### config.mk
export PLATFORM = sky130hd
export DESIGN_NAME = mmio_ctrl_flat
export DESIGN_NICKNAME = d
export VERILOG_FILES = /design/src/rtl/mmio_pkg.sv /design/src/rtl/mmio_ctrl_if.sv /design/src/rtl/mmio_counter.sv /design/src/rtl/mmio_ctrl.sv /design/src/flat_wrapper.sv
export SDC_FILE = /design/constraint.sdc
export NUM_CORES = 1
export LEC_CHECK = 0
export ABC_AREA = 1
export BUFFER_PORTS_ARGS = -buffer_cell sky130_fd_sc_hd__buf_2
export CORE_ASPECT_RATIO = 0.6
export CORE_MARGIN = 3
export CORE_UTILIZATION = 50
export DETAILED_ROUTE_END_ITERATION = 7
export PLACE_DENSITY = 0.77
export SLEW_MARGIN = 20
export SYNTH_ARGS = -nofsm -noshare
export SYNTH_HDL_FRONTEND = slang
export SYNTH_HIERARCHICAL = 1
export SYNTH_SLANG_ARGS = --single-unit
export TNS_END_PERCENT = 5
### constraint.sdc
create_clock -name clk -period 1.35 [get_ports clk]
set_input_delay 0.0675 -clock clk [delete_from_list [all_inputs] [get_ports clk]]
set_output_delay 0.0675 -clock clk [all_outputs]
set_load 0.02 [all_outputs]
### src/rtl/mmio_pkg.sv
// Shared constants for the memory-mapped IO controller: IO space tag,
// register offsets, UART control bit positions and access classification.
package mmio_pkg;

  localparam logic [1:0] IO_TAG_DEFAULT = 2'b10;

  localparam logic [7:0] OFF_UART_CTRL    = 8'h00;
  localparam logic [7:0] OFF_UART_RX_DATA = 8'h04;
  localparam logic [7:0] OFF_UART_TX_DATA = 8'h08;
  localparam logic [7:0] OFF_CYCLE_CNT    = 8'h10;
  localparam logic [7:0] OFF_INSTR_CNT    = 8'h14;
  localparam logic [7:0] OFF_CNT_CLEAR    = 8'h18;
  localparam logic [7:0] OFF_BR_SEEN_CNT  = 8'h1C;
  localparam logic [7:0] OFF_BR_TAKEN_CNT = 8'h20;

  localparam int UART_CTRL_TX_READY_BIT = 0;
  localparam int UART_CTRL_RX_VALID_BIT = 1;

  typedef enum logic [1:0] {
    ACC_IDLE,
    ACC_LOAD,
    ACC_STORE
  } acc_kind_t;

  // A simultaneous load and store is treated as a store only.
  function automatic acc_kind_t access_kind(input logic rd_en, input logic wr_en);
    if (wr_en)
      return ACC_STORE;
    else if (rd_en)
      return ACC_LOAD;
    else
      return ACC_IDLE;
  endfunction

endpackage

### src/rtl/mmio_ctrl_if.sv
// CPU load/store bus seen by the IO controller; the CPU side is the master.
interface mmio_bus_if #(
  parameter int DWIDTH = 32
);
  logic [DWIDTH-1:0] addr;
  logic              rd_en;
  logic              wr_en;
  logic [DWIDTH-1:0] wr_data;
  logic              stall;
  logic [DWIDTH-1:0] rd_data;
  logic              io_hit;

  modport master (
    output addr, rd_en, wr_en, wr_data, stall,
    input  rd_data, io_hit
  );

  modport slave (
    input  addr, rd_en, wr_en, wr_data, stall,
    output rd_data, io_hit
  );
endinterface

### src/rtl/mmio_counter.sv
// Wrapping up-counter with synchronous reset and a clear that beats increment.
module mmio_counter #(
  parameter int CNT_WIDTH = 32
) (
  input  logic                 clk,
  input  logic                 rst,
  input  logic                 clr,
  input  logic                 inc,
  output logic [CNT_WIDTH-1:0] count
);

  always_ff @(posedge clk) begin
    if (rst || clr)
      count <= '0;
    else if (inc)
      count <= count + CNT_WIDTH'(1);
  end

endmodule

### src/rtl/mmio_ctrl.sv
// Memory-mapped IO controller: UART registers plus cycle/instruction counters.
// Optional branch counters at 0x1C/0x20 are built when MMIO_BRANCH_CNT_EN is defined.
module mmio_ctrl
  import mmio_pkg::*;
#(
  parameter int         DWIDTH    = 32,
  parameter int         CNT_WIDTH = 32,
  parameter logic [1:0] IO_TAG    = IO_TAG_DEFAULT
) (
  input  logic         clk,
  input  logic         rst,
  mmio_bus_if.slave    bus,
  input  logic         instr_retire,
  input  logic         uart_rx_valid,
  input  logic [7:0]   uart_rx_out,
  input  logic         uart_tx_ready,
  output logic         rx_data_out_ready,
  output logic         tx_data_in_valid,
  output logic [7:0]   tx_data_in
`ifdef MMIO_BRANCH_CNT_EN
  ,
  input  logic         branch_valid,
  input  logic         branch_taken
`endif
);

  acc_kind_t         kind;
  logic [7:0]        offset;
  logic              is_io;
  logic              active;
  logic              io_load;
  logic              io_store;
  logic              cnt_clr;
  logic              instr_inc;
  logic [DWIDTH-1:0] rd_next;
  logic [DWIDTH-1:0] rd_data_q;
  logic              io_hit_q;
  logic              unused_bits;

  logic [CNT_WIDTH-1:0] cycle_count;
  logic [CNT_WIDTH-1:0] instr_count;

  assign kind     = access_kind(bus.rd_en, bus.wr_en);
  assign offset   = bus.addr[7:0];
  assign is_io    = (bus.addr[DWIDTH-1 -: 2] == IO_TAG);
  assign active   = !rst && !bus.stall;
  assign io_load  = active && is_io && (kind == ACC_LOAD);
  assign io_store = active && is_io && (kind == ACC_STORE);

  assign cnt_clr   = io_store && (offset == OFF_CNT_CLEAR);
  assign instr_inc = instr_retire && !bus.stall;

  assign unused_bits = ^{bus.addr[DWIDTH-3:8], bus.wr_data[DWIDTH-1:8]};

  mmio_counter #(.CNT_WIDTH(CNT_WIDTH)) u_cycle_cnt (
    .clk   (clk),
    .rst   (rst),
    .clr   (cnt_clr),
    .inc   (1'b1),
    .count (cycle_count)
  );

  mmio_counter #(.CNT_WIDTH(CNT_WIDTH)) u_instr_cnt (
    .clk   (clk),
    .rst   (rst),
    .clr   (cnt_clr),
    .inc   (instr_inc),
    .count (instr_count)
  );

`ifdef MMIO_BRANCH_CNT_EN
  logic [CNT_WIDTH-1:0] br_seen_count;
  logic [CNT_WIDTH-1:0] br_taken_count;

  mmio_counter #(.CNT_WIDTH(CNT_WIDTH)) u_br_seen_cnt (
    .clk   (clk),
    .rst   (rst),
    .clr   (cnt_clr),
    .inc   (branch_valid && !bus.stall),
    .count (br_seen_count)
  );

  mmio_counter #(.CNT_WIDTH(CNT_WIDTH)) u_br_taken_cnt (
    .clk   (clk),
    .rst   (rst),
    .clr   (cnt_clr),
    .inc   (branch_valid && branch_taken && !bus.stall),
    .count (br_taken_count)
  );
`endif

  // Counter values are zero-extended; unmapped offsets read as zero.
  always_comb begin
    rd_next = '0;
    case (offset)
      OFF_UART_CTRL: begin
        rd_next[UART_CTRL_RX_VALID_BIT] = uart_rx_valid;
        rd_next[UART_CTRL_TX_READY_BIT] = uart_tx_ready;
      end
      OFF_UART_RX_DATA: rd_next[7:0]           = uart_rx_out;
      OFF_CYCLE_CNT:    rd_next[CNT_WIDTH-1:0] = cycle_count;
      OFF_INSTR_CNT:    rd_next[CNT_WIDTH-1:0] = instr_count;
`ifdef MMIO_BRANCH_CNT_EN
      OFF_BR_SEEN_CNT:  rd_next[CNT_WIDTH-1:0] = br_seen_count;
      OFF_BR_TAKEN_CNT: rd_next[CNT_WIDTH-1:0] = br_taken_count;
`endif
      default:          rd_next = '0;
    endcase
  end

  assign rx_data_out_ready = io_load && (offset == OFF_UART_RX_DATA) && uart_rx_valid;

  // A stall freezes the load result; tx_data_in keeps the last byte sent.
  always_ff @(posedge clk) begin
    if (rst) begin
      rd_data_q        <= '0;
      io_hit_q         <= 1'b0;
      tx_data_in_valid <= 1'b0;
      tx_data_in       <= '0;
    end else begin
      tx_data_in_valid <= 1'b0;
      if (!bus.stall) begin
        io_hit_q <= io_load;
        if (io_load)
          rd_data_q <= rd_next;
      end
      if (io_store && (offset == OFF_UART_TX_DATA) && uart_tx_ready) begin
        tx_data_in_valid <= 1'b1;
        tx_data_in       <= bus.wr_data[7:0];
      end
    end
  end

  assign bus.rd_data = rd_data_q;
  assign bus.io_hit  = io_hit_q;

endmodule

### src/flat_wrapper.sv
// flat-port wrapper written by rule: the top's interface ports become plain ports
module mmio_ctrl_flat import mmio_pkg::*;
#(
  parameter int         DWIDTH    = 32,
  parameter int         CNT_WIDTH = 32,
  parameter logic [1:0] IO_TAG    = IO_TAG_DEFAULT
)
  (clk, rst, instr_retire, uart_rx_valid, uart_rx_out, uart_tx_ready, rx_data_out_ready, tx_data_in_valid, tx_data_in, bus_addr, bus_rd_en, bus_wr_en, bus_wr_data, bus_stall, bus_rd_data, bus_io_hit);
  mmio_bus_if #(.DWIDTH(DWIDTH)) bus_i ();
  input  logic clk;
  input  logic rst;
  input  logic instr_retire;
  input  logic uart_rx_valid;
  input  logic [7:0] uart_rx_out;
  input  logic uart_tx_ready;
  output logic rx_data_out_ready;
  output logic tx_data_in_valid;
  output logic [7:0] tx_data_in;
  input wire logic [$bits(bus_i.addr)-1:0] bus_addr;
  input wire logic [$bits(bus_i.rd_en)-1:0] bus_rd_en;
  input wire logic [$bits(bus_i.wr_en)-1:0] bus_wr_en;
  input wire logic [$bits(bus_i.wr_data)-1:0] bus_wr_data;
  input wire logic [$bits(bus_i.stall)-1:0] bus_stall;
  output wire logic [$bits(bus_i.rd_data)-1:0] bus_rd_data;
  output wire logic [$bits(bus_i.io_hit)-1:0] bus_io_hit;
  assign bus_i.addr = bus_addr;
  assign bus_i.rd_en = bus_rd_en;
  assign bus_i.wr_en = bus_wr_en;
  assign bus_i.wr_data = bus_wr_data;
  assign bus_i.stall = bus_stall;
  assign bus_rd_data = bus_i.rd_data;
  assign bus_io_hit = bus_i.io_hit;
  mmio_ctrl #(.DWIDTH(DWIDTH), .CNT_WIDTH(CNT_WIDTH), .IO_TAG(IO_TAG)) u_core (.clk(clk), .rst(rst), .bus(bus_i), .instr_retire(instr_retire), .uart_rx_valid(uart_rx_valid), .uart_rx_out(uart_rx_out), .uart_tx_ready(uart_tx_ready), .rx_data_out_ready(rx_data_out_ready), .tx_data_in_valid(tx_data_in_valid), .tx_data_in(tx_data_in));
endmodule
==> results.sh, run 1 <==
export IMPL_status="finished with violations"
export IMPL_failed_checks="setup timing"
export IMPL_port_buffers=76
export IMPL_synth_warnings=6
export IMPL_drive_above_1_share_pct=31.9
export IMPL_io_pins=123
export IMPL_crit_slowest_cell="dfxtp_4"
export IMPL_slew_violations=0
export IMPL_sw_frac_of_total_pct=22.2
export IMPL_hold_class="in2reg"
export IMPL_layout_nets=1106
export IMPL_fin_cells=1189
export IMPL_skew_ns=0.00868
export IMPL_max_stage_delay_ns=0.37
export IMPL_finalSetupViolations=4
export IMPL_ys_seq_area_share_pct=35.8
export IMPL_drt_iter0_drc=549
export IMPL_synth_area_per_cell_sq_um=6.85
export IMPL_startpoint_type="register"
export IMPL_drt_pass1_iter_count=5
export IMPL_crit_fanout=8
export IMPL_r2r_start="u_core/u_instr_cnt/count[8]$_SDFFE_PP0P_"
export IMPL_crit_path_end_kind="register"
export IMPL_drt_total_wl_um=16300
export IMPL_dp_cells=1155
export IMPL_yosysUniqueCellTypes=33
export IMPL_async_flop_share_pct=0
export IMPL_vias_per_cell=5.14
export IMPL_diodes=0
export IMPL_vias=6108
export IMPL_antenna_found_initial=0
export IMPL_hold_path_cell_count=5
export IMPL_fmax_mhz=720
export IMPL_drc_errors=0
export IMPL_ys_ff_latch=106
export IMPL_clkTransAtPathRegs_ns=0.07
export IMPL_setup_tns_ns=-0.0952
export IMPL_hold_start="uart_rx_out[6]"
export IMPL_reg2reg_to="u_core/u_instr_cnt/count[17]$_SDFFE_PP0P_"
export IMPL_arrival_ns=1.67
export IMPL_p_sw_mw=1.47
export IMPL_grt_max_degree=34
export IMPL_path_cells="buf_4, nand2_2, nor2_4, nand2_2, nor2_4, buf_4, a21oi_1, nor2_1"
export IMPL_wire_per_inst_um=13.7
export IMPL_pwr_share_seq_pct=47.8
export IMPL_power_leakage_nw=3.36
export IMPL_dp_hpwl_um=11500
export IMPL_power_internal_mw=5.14
export IMPL_critPathRequiredTime_ns=1.63
export IMPL_grt_pass1_wl_um=25800
export IMPL_grt_pass1_vias=5330
export IMPL_layout_commonest_cell="nand2_1"
export IMPL_clkLatencyLatePin_ns=0.35
export IMPL_start_util_pct=51.8
export IMPL_p_clk_share_pct=46.4
export IMPL_fp_dieW_um=147
export IMPL_r2r_cells=8
export IMPL_power_frac_comb_pct=5.8
export IMPL_fin_ws_ns=-0.0382
export IMPL_die_h_um=90.3
export IMPL_rsz0062_at_grt="yes"
export IMPL_synth_edf_count=0
export IMPL_ff2ff_setup_slack_ns=-0.04
export IMPL_grt_util_all_layers_pct=23.5
export IMPL_period_share_pct=103
export IMPL_finalHoldViolations=0
export IMPL_worst_ir_drop_vdd_mv=0.621
export IMPL_cts_tree="yes"
export IMPL_cts_root_buf="clkbuf_16"
export IMPL_clock_sinks=106
export IMPL_drtAntennaViolNets=0
export IMPL_overflow=0
export IMPL_critPathKind="reg2reg"
export IMPL_min_period_ns=1.39
export IMPL_globalplace_congestion=0.902
export IMPL_dieArea_sq_mm=0.0132
export IMPL_min_to="u_core/bus.rd_data[6]$_SDFFE_PP0P_"
export IMPL_htreeDepth=3
export IMPL_synth_ff_type="dfxtp_1"
export IMPL_max_cap_viol_count=0
export IMPL_power_density_mw_per_mm2=863
export IMPL_area_growth_pct=29.3
export IMPL_coreArea_sq_mm=0.0114
export IMPL_synthCells=865
export IMPL_clockBufferDepth=2
export IMPL_layout_common_cells="193 x nand2_1, 110 x inv_1, 109 x nor2_1"
export IMPL_cts_made_buffers=9
export IMPL_netlist_area_sq_mm=0.00593
export IMPL_rows=30
export IMPL_power_mw=6.61
[power groups by stage]
stage / Sequential, mW / Combinational, mW / Clock [mW]
global route: 3.16 / 0.424 / 3.23
global placement: 3.23 / 0.341 / 0
CTS: 3.16 / 0.370 / 3.11
detailed placement: 3.23 / 0.346 / 0
finish: 3.16 / 0.386 / 3.07
floorplan: 3.24 / 0.165 / 0
[worst max path at each step]
stage	start	endpoint	slack, ns	depth (start not counted)
6_report	u_core/u_instr_cnt/count[8]$_SDFFE_PP0P_	u_core/u_instr_cnt/count[17]$_SDFFE_PP0P_	-0.04	8
5_1_grt	u_core/u_cycle_cnt/count[0]$_SDFFE_PP0P_	u_core/u_cycle_cnt/count[28]$_SDFFE_PP0P_	-0.11	8
4_1_cts	u_core/u_cycle_cnt/count[1]$_SDFFE_PP0P_	u_core/u_cycle_cnt/count[29]$_SDFFE_PP0P_	-0.02	9
3_5_place_dp	bus_addr[1]	u_core/u_cycle_cnt/count[16]$_SDFFE_PP0P_	-0.22	10
3_3_place_gp	bus_addr[1]	u_core/u_cycle_cnt/count[16]$_SDFFE_PP0P_	-0.23	10
2_1_floorplan	u_core/u_instr_cnt/count[0]$_SDFFE_PP0P_	u_core/u_instr_cnt/count[28]$_SDFFE_PP0P_	0.02	8
[layout make-up]
type | count | area, sq um
tap | 160 | 200
multi-input combinational | 621 | 3340
clock inverter | 7 | 124
sequential | 106 | 2170
timing repair buffer | 165 | 1150
fill | 940 | 3790
clock buffer | 9 | 225
inverter | 121 | 454
[routing by layer]
| layer | GRT usage (%) | vias to the layer above | routed length (um) |
|---|---|---|---|
| met4 | 4.85 | 0 | 153 |
| met3 | 3.61 | 18 | 1200 |
| met5 | 0 | - | 0 |
| met1 | 36.4 | 2770 | 7970 |
| met2 | 34.4 | 233 | 7000 |
| li1 | - | 3087 | - |
[kinds of logic after synthesis]
kind of cell / count (synthesis) / share of synthesized area, %
AOI/OAI and AO/OA: 99 / 9.80
xor gates and xnor gates: 2 / 0.296
adders and majority gates: 2 / 0.422
buffers and inverters: 143 / 10.5
DFF: 106 / 35.8
other: 1 / 0.0633
and+or+nand+nor: 512 / 43.2
[worst max-delay path, delay by kind of cell, from the launching register on]
family                 cells  cell delay [ns]
buffers and inverters      2             0.24
AOI/OAI and AO/OA          1             0.06
and+or+nand+nor            5             0.65
DFF                        1             0.37
[synthesized netlist by cell type, types with 4 or more instances]
| master | number | share of area, % |
|---|---|---|
| buf_2 | 10 | 0.84 |
| nand3_2 | 22 | 3.7 |
| nor3b_1 | 4 | 0.51 |
| nand2_2 | 31 | 3.3 |
| nor2_2 | 4 | 0.42 |
| nand4_1 | 24 | 2.5 |
| nor2_4 | 23 | 4.4 |
| o21ai_0 | 24 | 2.0 |
| o211ai_1 | 21 | 2.7 |
| nor2_1 | 121 | 7.7 |
| a21oi_1 | 47 | 4.0 |
| o21a_1 | 4 | 0.51 |
| nand3_1 | 64 | 5.4 |
| inv_2 | 9 | 0.57 |
| inv_1 | 111 | 7.0 |
| nand2_1 | 203 | 13 |
| nor3_1 | 5 | 0.42 |
| dfxtp_1 | 106 | 36 |
| buf_4 | 4 | 0.51 |
[per-stage QoR]
| step | setup WS (ns) | hold WS [ns] | instance area [sq um] | util (%) |
|---|---|---|---|---|
| 2_1_floorplan | 0.0187 | 0.208 | 5950 | - |
| 3_3_place_gp | -0.230 | 0.318 | 6960 | 60.8 |
| 3_5_place_dp | -0.216 | 0.327 | 6960 | 60.8 |
| 4_1_cts | -0.0154 | 0.0990 | 7440 | 65.0 |
| 5_1_grt | -0.108 | 0.124 | 7660 | 66.9 |
| 6_report | -0.0382 | 0.105 | 7660 | 66.9 |
[repair_timing]
| action | in CTS | in global routing |
|---|---|---|
| hold buffers | 9 | 0 |
| setup buffers | 0 | 9 |
| gates resized for setup | 16 | 60 |
| pin swaps | 3 | 16 |
| hold endpoints to repair | 9 | 0 |
| setup endpoints to repair | 29 | 58 |
[state kept, by name, indices dropped and copies added (netlist names)]
signal                    cells
u_core/bus.rd_data           32
u_core/u_cycle_cnt/count     32
u_core/bus.io_hit             1
u_core/tx_data_in_valid       1
u_core/u_instr_cnt/count     32
u_core/tx_data_in             8
Note: power is estimated with default switching activity, not from simulation.
==> run 2: changes to the inputs <==
Settings changed: CORE_MARGIN 3 to default.
==> run 2 against run 1 <==
- the flow still finishes with violations (setup timing)
- wire length decreased by 2.7%
- sequential share of layout area increased by 0.34 points
- combinational power is 3% lower
- via count decreased by 1.2%
- clock-buffer cell count grew 2
- critical path type unchanged
- largest cell class unchanged
==> results.sh, run 2 (synthesized netlist as in run 1, its figures left out) <==
export IMPL_p_clk_share_pct=45.0
export IMPL_finalSetupViolations=1
export IMPL_drt_pass1_iter_count=6
export IMPL_area_growth_pct=28.2
export IMPL_hold_class="in2reg"
export IMPL_vias_per_cell=5.10
export IMPL_layout_common_cells="195 x nand2_1, 111 x inv_1, 110 x nor2_1"
export IMPL_crit_path_end_kind="register"
export IMPL_port_buffers=76
export IMPL_pre_cts_slack_ns=-0.235
export IMPL_vias=6035
export IMPL_grt_pass1_vias=5430
export IMPL_clkTransAtPathRegs_ns=0.07
export IMPL_sw_frac_of_total_pct=22.1
export IMPL_slew_violations=0
export IMPL_rows=30
export IMPL_power_internal_mw=4.99
export IMPL_power_mw=6.40
export IMPL_coreArea_sq_mm=0.0114
export IMPL_overflow=0
export IMPL_finalHoldViolations=0
export IMPL_clkLatencyLatePin_ns=0.35
export IMPL_dp_hpwl_um=11500
export IMPL_setup_tns_ns=-0.0490
export IMPL_drt_iter0_drc=504
export IMPL_drive_above_1_share_pct=31.6
export IMPL_power_frac_comb_pct=5.8
export IMPL_layout_nets=1101
export IMPL_fill_cells=987
export IMPL_min_period_ns=1.40
export IMPL_fin_cells=1184
export IMPL_dp_cells=1156
export IMPL_critPathRequiredTime_ns=1.58
export IMPL_die_h_um=86.3
export IMPL_drt_total_wl_um=15900
export IMPL_rsz0062_at_grt="yes"
export IMPL_wire_per_inst_um=13.4
export IMPL_power_leakage_nw=3.30
export IMPL_start_util_pct=51.9
export IMPL_startpoint_type="register"
export IMPL_fp_dieW_um=143
export IMPL_status="finished with violations"
export IMPL_fmax_mhz=715
export IMPL_globalplace_congestion=0.901
export IMPL_htreeDepth=3
export IMPL_layout_commonest_cell="nand2_1"
export IMPL_fin_ws_ns=-0.0490
export IMPL_io_pins=123
export IMPL_antenna_found_initial=0
export IMPL_clock_sinks=106
export IMPL_failed_checks="setup timing"
export IMPL_cts_made_buffers=9
export IMPL_power_density_mw_per_mm2=843
export IMPL_clockBufferDepth=2
export IMPL_grt_util_all_layers_pct=27.0
export IMPL_cts_root_buf="clkbuf_16"
export IMPL_critPathKind="reg2reg"
export IMPL_holdWs_ns=0.0887
export IMPL_drc_errors=0
export IMPL_diodes=0
export IMPL_cts_tree="yes"
export IMPL_pwr_share_seq_pct=49.2
export IMPL_drtAntennaViolNets=0
export IMPL_period_share_pct=104
export IMPL_grt_max_degree=42
export IMPL_crit_fanout=5
export IMPL_grt_pass1_wl_um=26300
export IMPL_max_cap_viol_count=0
export IMPL_p_sw_mw=1.42
export IMPL_worst_ir_drop_vdd_mv=0.719
export IMPL_dieArea_sq_mm=0.0123
export IMPL_arrival_ns=1.63
export IMPL_skew_ns=0.00831
run 2: critical path, cell delays in order (launching register included):
cell and delay (ns):
dfxtp_4 0.38, ha_4 0.14, inv_1 0.06, nor2_4 0.11
buf_4 0.11, nand4_1 0.18, o21ai_2 0.23, a21oi_1 0.07
run 2: final timing paths:
path / cells after the start / startpoint / slack, ns / endpoint
setup reg to reg: 7 / u_core/u_instr_cnt/count[0]$_SDFFE_PP0P_ / -0.05 / u_core/u_instr_cnt/count[10]$_SDFFE_PP0P_
hold reg to reg: 2 / u_core/bus.io_hit$_SDFFE_PP0N_ / 0.47 / u_core/bus.io_hit$_SDFFE_PP0N_
hold / removal: 4 / bus_addr[6] / 0.09 / u_core/tx_data_in_valid$_SDFF_PP0_
setup / recovery: 7 / u_core/u_instr_cnt/count[0]$_SDFFE_PP0P_ / -0.05 / u_core/u_instr_cnt/count[10]$_SDFFE_PP0P_
run 2: final cells by class:
cell class | instances | area (sq um) | area share [%]
Clock buffer | 11 | 243 | 3.19
Clock inverter | 5 | 82.6 | 1.09
Inverter | 121 | 454 | 5.98
Multi-Input combinational cell | 621 | 3340 | 44.0
Sequential cell | 106 | 2180 | 28.7
Tap cell | 160 | 200 | 2.63
Timing Repair Buffer | 160 | 1100 | 14.4
run 2: through the flow:
step | utilization [%] | cell area, sq um
2_1_floorplan | - | 5950
3_3_place_gp | 61.1 | 6970
3_5_place_dp | 61.1 | 6970
4_1_cts | 65.1 | 7430
5_1_grt | 66.6 | 7600
6_report | 66.6 | 7600
run 2: power by group through the flow:
stage,Sequential (mW),Combinational [mW],Clock [mW]
after floorplan,3.24,0.165,0
after global placement,3.23,0.334,0
after detailed placement,3.23,0.339,0
after CTS,3.16,0.365,2.93
after global routing,3.15,0.415,3.04
final,3.15,0.374,2.88
run 2: timing repair:
action | CTS | global route
endpoints found under the hold margin | 9 | 0
setup endpoints to repair | 29 | 58
pin swaps | 3 | 17
setup buffers | 0 | 3
hold buffers | 9 | 0
gates resized for setup | 16 | 60
run 2: per-layer routing:
metal,vias to the layer above,wire length (um),GRT usage [%]
li1,3074,-,-
met1,2717,7820,40.1
met2,218,6540,39.7
met3,26,1290,5.41
met4,0,234,6.74
met5,-,0,0
==> run 3: changes to the inputs <==
Settings changed: CORE_UTILIZATION 50 to 25, PLACE_DENSITY 0.77 to default, SYNTH_HIERARCHICAL 1 to default.
==> run 3 against run 2 <==
- the run ends with DRC, setup timing left
- design area increased by 2.0%
- hold slack got worse by 0.019 ns
- area after synthesis decreased by 7.7%
- sequential share of layout area decreased by 0.92 points
==> results.sh, run 3 <==
export IMPL_startpoint_type="register"
export IMPL_grt_pass1_wl_um=27500
export IMPL_setup_tns_ns=-0.758
export IMPL_status="finished with violations"
export IMPL_drc_errors=10
export IMPL_layout_common_cells="178 x nand2_1, 116 x inv_1, 100 x nor2_1"
export IMPL_wire_per_inst_um=13.9
export IMPL_tightest_slew_ns=0.399
export IMPL_vias_per_cell=4.59
export IMPL_arrival_ns=1.72
export IMPL_overflow=0
export IMPL_grt_max_degree=33
export IMPL_finalHoldViolations=0
export IMPL_rows=41
export IMPL_power_leakage_nw=3.32
export IMPL_r2r_start="u_core.u_instr_cnt.count[1]$_SDFFE_PP0P_"
export IMPL_start_util_pct=25.8
export IMPL_vias=5854
export IMPL_synth_top_area_share_pct=38.8
export IMPL_fill_cells=2242
export IMPL_fp_dieW_um=193
export IMPL_reg2reg_to="u_core.u_instr_cnt.count[29]$_SDFFE_PP0P_"
export IMPL_rsz0062_at_grt="yes"
export IMPL_synthCells=812
export IMPL_cts_tree="yes"
export IMPL_slew_violations=0
export IMPL_r2r_cells=11
export IMPL_power_density_mw_per_mm2=812
export IMPL_drt_total_wl_um=17700
export IMPL_clock_sinks=106
export IMPL_synthesis_nets=894
export IMPL_cts_root_buf="clkbuf_16"
export IMPL_critPathKind="reg2reg"
export IMPL_fin_cells=1275
export IMPL_min_period_ns=1.42
export IMPL_hold_start="rst"
export IMPL_ys_ff_latch=106
export IMPL_synth_area_per_cell_sq_um=6.74
export IMPL_yosysUniqueCellTypes=35
export IMPL_min_to="u_core.bus.io_hit$_SDFFE_PP0N_"
export IMPL_period_share_pct=105
export IMPL_hold_class="in2reg"
export IMPL_layout_nets=1073
export IMPL_worst_ir_drop_vdd_mv=0.470
export IMPL_max_cap_viol_count=0
export IMPL_path_cells="buf_6, nand2_4, nor2_4, nand2_2, nor2_4, nand2_4, nor2_4, nand2_1, nand2_1, inv_1, nor2_1"
export IMPL_io_pins=123
export IMPL_place_area_sq_mm=0.00695
export IMPL_area_growth_pct=41.7
export IMPL_antenna_found_initial=0
export IMPL_crit_path_end_kind="register"
export IMPL_ff2ff_setup_slack_ns=-0.07
export IMPL_synth_top_area_cell="dfxtp_1"
export IMPL_use_met1_pct=24.2
export IMPL_synth_edf_count=0
export IMPL_async_flop_share_pct=0
export IMPL_coreArea_sq_mm=0.0212
export IMPL_design_area_sq_mm=0.00775
export IMPL_crit_top_cell="nor2_4"
export IMPL_globalplace_congestion=0.882
export IMPL_dp_cells=1244
export IMPL_grt_util_all_layers_pct=15.9
export IMPL_clkLatencyLatePin_ns=0.36
export IMPL_drive_above_1_share_pct=31.4
export IMPL_dp_hpwl_um=13100
export IMPL_power_mw=6.29
export IMPL_synth_ff_type="dfxtp_1"
export IMPL_skew_ns=0.0119
export IMPL_hold_path_cell_count=3
export IMPL_htreeDepth=3
export IMPL_finalSetupViolations=22
export IMPL_gr_max_usage_layer="met1"
export IMPL_drt_iter0_drc=375
export IMPL_crit_fanout=4
export IMPL_grtUsageMet2_pct=22.8
export IMPL_drt_pass1_iter_count=6
export IMPL_failed_checks="DRC, setup timing"
export IMPL_fin_ws_ns=-0.0738
export IMPL_crit_slowest_cell="dfxtp_4"
export IMPL_crit_family="simple AND/OR/NAND/NOR gates"
export IMPL_grt_pass1_vias=5272
export IMPL_ys_seq_area_share_pct=38.8
export IMPL_diodes=0
export IMPL_critical_path_buf_inv_count=2
export IMPL_gr_usage_met3_pct=3.19
export IMPL_cts_made_buffers=9
export IMPL_netlist_area_sq_mm=0.00547
export IMPL_pre_cts_slack_ns=-0.161
export IMPL_synthTopCellsByCount="186 x nand2_1, 121 x inv_1, 119 x nor2_1"
export IMPL_fmax_mhz=702
export IMPL_synth_warnings=0
export IMPL_drtAntennaViolNets=0
export IMPL_dieArea_sq_mm=0.0225
export IMPL_critPathRequiredTime_ns=1.65
export IMPL_yosysMostFrequentCell="nand2_1"
export IMPL_synth_area_top_cells="dfxtp_1 39%, nand2_1 13%, inv_1 8.3%"
export IMPL_clockBufferDepth=2
export IMPL_port_buffers=76
export IMPL_max_stage_delay_ns=0.37
export IMPL_startpoint="u_core.u_instr_cnt.count[1]$_SDFFE_PP0P_"
export IMPL_die_h_um=117
export IMPL_relSlewSlack_pct=73.4
export IMPL_clkTransAtPathRegs_ns=0.08
export IMPL_layout_commonest_cell="nand2_1"
-- run 3: cell types whose count changed after synthesis, sizes merged, moves of 3 or more --
| cell | previous run | this run |
|---|---|---|
| nand2 | 234 | 194 |
| nor3 | 8 | 35 |
| nand3 | 88 | 65 |
| nand4 | 25 | 6 |
| a21oi | 47 | 29 |
| o221ai | 0 | 18 |
| o21a | 4 | 19 |
| nor2 | 148 | 134 |
| o211ai | 24 | 11 |
| xor2 | 0 | 9 |
| o21ai | 24 | 19 |
| inv | 120 | 123 |
| nor3b | 4 | 7 |
| xnor2 | 2 | 5 |
-- run 3: final cells by class --
type / count / area (sq um) / area share (%)
Tap cell: 279 / 349 / 4.50
Clock buffer: 9 / 225 / 2.91
Multi-Input combinational cell: 560 / 3120 / 40.2
Inverter: 124 / 468 / 6.04
Sequential cell: 106 / 2150 / 27.8
Timing Repair Buffer: 190 / 1360 / 17.5
Clock inverter: 7 / 76.3 / 0.985
-- run 3: worst max path at each step --
stage / cells past startpoint / slack [ns] / to
2_1_floorplan: 8 / -0.02 / u_core.u_cycle_cnt.count[16]$_SDFF_PP0_
3_3_place_gp: 8 / -0.16 / u_core.u_instr_cnt.count[23]$_SDFFE_PP0P_
3_5_place_dp: 7 / -0.16 / u_core.u_cycle_cnt.count[16]$_SDFF_PP0_
4_1_cts: 8 / -0.05 / u_core.u_cycle_cnt.count[29]$_SDFF_PP0_
5_1_grt: 11 / -0.18 / u_core.u_instr_cnt.count[27]$_SDFFE_PP0P_
6_report: 11 / -0.07 / u_core.u_instr_cnt.count[29]$_SDFFE_PP0P_
-- run 3: power breakdown --
| part | total [mW] | internal, mW | switching, mW | leakage (nW) |
|---|---|---|---|---|
| registers | 3.16 | 3.14 | 0.0193 | 0.864 |
| clock network | 2.77 | 1.46 | 1.32 | 0.142 |
| logic | 0.363 | 0.162 | 0.201 | 2.31 |
-- run 3: per-stage QoR --
stage / utilization (%) / hold WS (ns)
after global placement: 32.7 / 0.329
after floorplan: - / 0.217
after detailed placement: 32.7 / 0.335
final: 36.5 / 0.0701
after CTS: 35.5 / 0.0647
after global routing: 36.5 / 0.0992
-- run 3: routing by layer --
layer / wire, um / share of wire, %
met1: 9160 / 52
met2: 7110 / 40
met3: 1300 / 7.3
met4: 127 / 0.72
met5: 0 / 0
-- run 3: worst register-to-register path: stages (launching register included) --
cell	delay, ns
dfxtp_4	0.37
buf_6	0.12
nand2_4	0.05
nor2_4	0.12
nand2_2	0.08
nor2_4	0.14
nand2_4	0.09
nor2_4	0.16
nand2_1	0.07
nand2_1	0.05
inv_1	0.03
nor2_1	0.08
-- run 3: kinds of logic after synthesis --
kind of cell	share of synthesized area, %
DFF	38.8
buffers and inverters	10.6
adders and majority gates	0.457
AOI/OAI and AO/OA	11.8
and+or+nand+nor	36.0
xor gates and xnor gates	2.24
-- run 3: timing repair --
action,in CTS,in global routing
setup endpoints to repair,46,54
gates cloned,0,0
resized for setup,52,55
buffers inserted,3,3
hold buffers,9,0
hold endpoints to repair,9,0
pin swaps,15,18
